==> src/rtl/word_serializer_pkg.sv <==
// Shared types and defaults for the word serializer: FSM state encoding,
// default parameters and the tick-counter width helper.
package serializer_pkg;

    typedef enum logic [1:0] {
        IDLE  = 2'd0,
        SHIFT = 2'd1,
        DONE  = 2'd2
    } state_t;

    localparam int WIDTH_DEF    = 16;
    localparam int BIT_CLKS_DEF = 4;

    // A counter for a single-clock bit period still needs one bit of storage.
    function automatic int tick_width(input int bit_clks);
        if (bit_clks <= 2) begin
            return 1;
        end else begin
            return $clog2(bit_clks);
        end
    endfunction

endpackage

==> src/rtl/word_serializer_bit_timer.sv <==
// Bit-period timer: counts clocks while run is high and pulses tick on the
// clock where the count wraps, i.e. the last clock of each bit period.
module bit_timer
    import serializer_pkg::*;
#(
    parameter int BIT_CLKS = BIT_CLKS_DEF
) (
    input  logic clk,
    input  logic reset,
    input  logic run,
    output logic tick
);

    localparam int            TW   = tick_width(BIT_CLKS);
    localparam logic [TW-1:0] LAST = TW'(BIT_CLKS - 1);

    logic [TW-1:0] r_cnt;
    logic [TW-1:0] w_cnt_nxt;
    logic          w_wrap;

    // Next count: clear when idle, wrap at the end of a bit period.
    always_comb begin
        w_wrap    = run && (r_cnt == LAST);
        w_cnt_nxt = r_cnt;
        if (!run) begin
            w_cnt_nxt = {TW{1'b0}};
        end else if (w_wrap) begin
            w_cnt_nxt = {TW{1'b0}};
        end else begin
            w_cnt_nxt = r_cnt + TW'(1);
        end
    end

    // Tick counter register.
    always_ff @(posedge clk or negedge reset) begin
        if (!reset) begin
            r_cnt <= {TW{1'b0}};
        end else begin
            r_cnt <= w_cnt_nxt;
        end
    end

    assign tick = w_wrap;

endmodule

==> src/rtl/word_serializer.sv <==
// Parallel-to-serial readout: captures a word on ld, shifts it out MSB-first
// holding each bit BIT_CLKS clocks, then pulses done for one cycle.
module word_serializer
    import serializer_pkg::*;
#(
    parameter int WIDTH    = WIDTH_DEF,
    parameter int BIT_CLKS = BIT_CLKS_DEF
) (
    input  logic             clk,
    input  logic             reset,
    input  logic [WIDTH-1:0] D,
    input  logic             ld,
    output logic             sdo,
    output logic             frame,
    output logic             busy,
    output logic             done
);

    localparam int BW = $clog2(WIDTH);

    state_t           r_state;
    state_t           w_state_nxt;
    logic [WIDTH-1:0] r_shift;
    logic [WIDTH-1:0] w_shift_nxt;
    logic [BW-1:0]    r_bitcnt;
    logic [BW-1:0]    w_bitcnt_nxt;
    logic             w_tick;
    logic             w_run;
    logic             r_sdo;
    logic             r_frame;
    logic             r_busy;
    logic             r_done;

    assign w_run = (r_state == SHIFT);

    bit_timer #(
        .BIT_CLKS (BIT_CLKS)
    ) u_bit_timer (
        .clk   (clk),
        .reset (reset),
        .run   (w_run),
        .tick  (w_tick)
    );

    // Next-state, shift register and bit counter.
    always_comb begin
        w_state_nxt  = r_state;
        w_shift_nxt  = r_shift;
        w_bitcnt_nxt = r_bitcnt;
        case (r_state)
            IDLE: begin
                if (ld) begin
                    w_state_nxt  = SHIFT;
                    w_shift_nxt  = D;
                    w_bitcnt_nxt = BW'(WIDTH - 1);
                end else begin
                    w_state_nxt  = IDLE;
                end
            end
            SHIFT: begin
                if (w_tick) begin
                    w_shift_nxt = {r_shift[WIDTH-2:0], 1'b0};
                    if (r_bitcnt == {BW{1'b0}}) begin
                        w_state_nxt = DONE;
                    end else begin
                        w_bitcnt_nxt = r_bitcnt - BW'(1);
                    end
                end else begin
                    w_state_nxt = SHIFT;
                end
            end
            DONE: begin
                w_state_nxt = IDLE;
            end
            default: begin
                w_state_nxt = IDLE;
            end
        endcase
    end

    // State, datapath and registered outputs derived from the next state,
    // so sdo never has a combinational path from D.
    always_ff @(posedge clk or negedge reset) begin
        if (!reset) begin
            r_state  <= IDLE;
            r_shift  <= {WIDTH{1'b0}};
            r_bitcnt <= {BW{1'b0}};
            r_sdo    <= 1'b0;
            r_frame  <= 1'b0;
            r_busy   <= 1'b0;
            r_done   <= 1'b0;
        end else begin
            r_state  <= w_state_nxt;
            r_shift  <= w_shift_nxt;
            r_bitcnt <= w_bitcnt_nxt;
            r_sdo    <= (w_state_nxt == SHIFT) ? w_shift_nxt[WIDTH-1] : 1'b0;
            r_frame  <= (w_state_nxt == SHIFT);
            r_busy   <= (w_state_nxt != IDLE);
            r_done   <= (w_state_nxt == DONE);
        end
    end

    assign sdo   = r_sdo;
    assign frame = r_frame;
    assign busy  = r_busy;
    assign done  = r_done;

endmodule

==> config.mk <==
export PLATFORM = sky130hd
export DESIGN_NAME = word_serializer
export DESIGN_NICKNAME = d
export VERILOG_FILES = /design/src/rtl/word_serializer_pkg.sv /design/src/rtl/word_serializer_bit_timer.sv /design/src/rtl/word_serializer.sv
export SDC_FILE = /design/constraint.sdc
export NUM_CORES = 1
export LEC_CHECK = 0
export ABC_AREA = 1
export CELL_PAD_IN_SITES_DETAIL_PLACEMENT = 0
export CELL_PAD_IN_SITES_GLOBAL_PLACEMENT = 1
export CORE_ASPECT_RATIO = 0.8
export CORE_UTILIZATION = 42
export CTS_CLUSTER_SIZE = 8
export DETAILED_ROUTE_END_ITERATION = 8
export GPL_TIMING_DRIVEN = 0
export PLACE_DENSITY_LB_ADDON = 0.1
export SYNTH_ARGS = -nofsm -noshare
export SYNTH_HDL_FRONTEND = slang
export SYNTH_HIERARCHICAL = 1
export SYNTH_SLANG_ARGS = --single-unit
==> constraint.sdc <==
create_clock -name clk -period 3.3 [get_ports clk]
set_input_delay 0.66 -clock clk [delete_from_list [all_inputs] [get_ports clk]]
set_output_delay 0.66 -clock clk [all_outputs]
set_load 0.01 [all_outputs]
==> impl_metrics.ini <==
[clocking]
clock_tree_root_buffer_cell = sky130_fd_sc_hd__clkbuf_8
cts_tree = yes
worstSkewPairLatency_ns = 0.27
clock_sinks = 28
cts-resized-gates = 0
clock_tree.buffer_depth = 2
worst_setup_hold_path_clk_slew_ns = 0.09
num_cts_buffers = 3
ctsHoldBuffers = 0
number_of_levels_in_the_clock_h_tree = 1
post-cts-setup-buffer-count = 0

[routing]
routedWlPerCell_um = 10.98
detailroute.via_count = 1035
routed_wirelength_um = 2492
drt_first_iter_violations = 65
via_per_inst = 4.559
antenna_left = 0
detail_route.drc_violations = 0
first_pass_iteration_count_of_the_detailed_router = 4

[logic_synthesis]
post-synth-top-area-fraction_pct = 50.68
netlist-cell-type-count = 16
cell_types_with_the_largest_area_share_after_synthesis = sky130_fd_sc_hd__dfrtp_1 51%, sky130_fd_sc_hd__nand2_1 17%, sky130_fd_sc_hd__nand3_2 7.2%
syn_inst = 161
register_bit_count_reported_by_yosys = 28
synth_area_leader_cell = sky130_fd_sc_hd__dfrtp_1
post_synth_instance_area_sq_um = 1383
yosys_warnings = 6
synth_area_per_cell_sq_um = 8.587
syn-num-nets = 182
synth-seq-area-share_pct = 50.68

[timing]
finalClockSkew_ns = 0.002384
post-route-min-period_ns = 1.793
timing.max_slew.rel_slack_pct = 58.44
achievable-frequency_ghz = 0.5576
finalMaxSlewViolations = 0
final-setup-viol-count = 0
setup_ws_ns = 1.507
setup-tns-final_ns = 0
report.final.hold_viol_count = 0
worstMarginPinSlew_ns = 0.6234
rsz0062_at_grt = false
finalCritPeriodShare_pct = 54.35

[cells_and_area]
area_of_the_multi_input_gates_sq_um = 574.3
nNetsFinal = 209
final_layout_size_suffix_gt1_share_pct = 19.79
mostFrequentLayoutCell = sky130_fd_sc_hd__nand2_1
final.fill_count = 287
register_area_sq_um = 700.7
number_of_diodes_added_for_antenna_fixing = 0
areaGrowthSynthToFinish_pct = 23.17
layout.cells.most_common_list = 63 x sky130_fd_sc_hd__nand2_1, 28 x sky130_fd_sc_hd__dfrtp_1, 21 x sky130_fd_sc_hd__clkdlybuf4s50_1

[global_route]
number_of_global_route_vias_before_repair = 908
grt_start_max_net_pins = 29
gr-total-overflow = 0
antenna_found_initial = 0
grt_pass1_wl_um = 4119
grt_usage_pct = 15.50

[power]
power_density_nw_per_um2 = 848.1
leakage_nw = 0.8964
total_power_mw = 1.444
ir_worst_vdd_v = 0.0003280

[critical_path]
crit_family = buffers and inverters
timing.critical_path.arrival_ns = 1.13
worstPathMaxFanout = 1
worst-path-buf-inv = 1
critical_path.cell_chain = clkdlybuf4s50_1
worst_setup_path_end_kind = output pin
worst_setup_path_start_kind = flip-flop
criticalPathCategory = flip-flop to output pin
critical_path_required_ns = 2.64
crit_slowest_cell = sky130_fd_sc_hd__clkdlybuf4s50_1
cpPeakStageDelay_ns = 0.53

[floorplanning]
fp-row-count = 18
die_height_um = 53.32
core_area_sq_um = 3108
floorplan.initialDensity_pct = 44.48
die_x_um = 66.15
num_io_pins = 23
die-area_sq_um = 3527

[placement]
gp_routability_congestion = 0.7922
placement.io_buffers = 22
preCtsSetupSlack_ns = 1.087
sum_of_net_half_perimeters_after_detailed_placement_um = 1857

[hold_path]
hold_class = primary input to async pin

[flow_run]
maxCapViolations = 0

[run_status]
run_status = completed
routing by layer:
layer,up-vias,track usage (%),wire length (um)
li1,543,-,-
met1,471,22.55,1257
met2,17,23.13,1110
met3,4,3.879,108
met4,0,3.191,15
met5,-,0,0
where the power goes:
group	switching, mW	internal, mW	leakage, nW	total [mW]
clock	0.103	0.107	0.0288	0.210
combinational	0.367	0.275	0.522	0.642
sequential	0.0957	0.496	0.345	0.592
final cells by class:
class	count	area share (%)
plain buffers	3	2.057
clock buffers	4	3.233
inverters	18	4.262
multi-input cells	112	33.73
flip-flops and latches	28	41.15
well taps	40	2.939
repair buffers	22	12.64
final timing paths:
path | from | endpoint | slack (ns) | cells after the start
hold reg to reg | u_bit_timer/r_cnt[0] | u_bit_timer/r_cnt[0] | 0.44 | 1
max in group asynchronous | reset | r_shift[6] | 2.50 | 1
min in group clk | u_bit_timer/r_cnt[0] | u_bit_timer/r_cnt[0] | 0.44 | 1
setup reg to reg | r_state[0] | r_shift[7] | 1.70 | 10
hold / removal | reset | r_shift[5] | 0.39 | 1
setup / recovery | busy | busy | 1.51 | 1
sequential cells by signal, indices dropped and copies added (netlist names):
| signal | count |
|---|---|
| frame | 1 |
| r_shift | 16 |
| u_bit_timer/r_cnt | 2 |
| done | 1 |
| r_state | 2 |
| sdo | 1 |
| r_bitcnt | 4 |
| busy | 1 |
per-stage QoR:
stage	instances	area [sq um]	util, %	hold WS (ns)
after floorplan	161	1383	-	0.3644
after global routing	227	1703	54.79	0.4377
after global placement	223	1653	53.18	0.4174
final	227	1703	54.79	0.3921
after detailed placement	223	1653	53.18	0.4284
after CTS	227	1708	54.95	0.4418
worst reg2reg max path: stages, from the launching register on:
cell and delay, ns:
sky130_fd_sc_hd__dfrtp_1 0.43, sky130_fd_sc_hd__inv_1 0.09, sky130_fd_sc_hd__nor2_4 0.16, sky130_fd_sc_hd__nand2_1 0.09
sky130_fd_sc_hd__inv_1 0.14, sky130_fd_sc_hd__nand3_2 0.14, sky130_fd_sc_hd__nand2_4 0.13, sky130_fd_sc_hd__inv_6 0.05
sky130_fd_sc_hd__buf_12 0.14, sky130_fd_sc_hd__nand2_2 0.06, sky130_fd_sc_hd__nand3_2 0.06
cells in the mapped netlist:
cell type,number
sky130_fd_sc_hd__o21ai_0,3
sky130_fd_sc_hd__nand2_1,63
sky130_fd_sc_hd__nor2_1,9
sky130_fd_sc_hd__nand3_1,10
sky130_fd_sc_hd__nand2_4,3
sky130_fd_sc_hd__dfrtp_1,28
sky130_fd_sc_hd__nor2_4,1
sky130_fd_sc_hd__buf_12,1
sky130_fd_sc_hd__ha_1,2
sky130_fd_sc_hd__nor2_2,1
sky130_fd_sc_hd__inv_1,14
sky130_fd_sc_hd__nand2_2,10
sky130_fd_sc_hd__buf_4,2
sky130_fd_sc_hd__inv_2,3
sky130_fd_sc_hd__nand3_2,10
sky130_fd_sc_hd__inv_6,1
kinds of logic after synthesis:
kind of cell	Yosys count	synth area share [%]
AND/OR/NAND/NOR	107	38.64
flip-flops	28	50.68
buffers and inverters	21	7.783
AO/OA/AOI/OAI	3	1.086
adder cells (fa/ha/maj)	2	1.810
(Power assumes the default switching activity.)
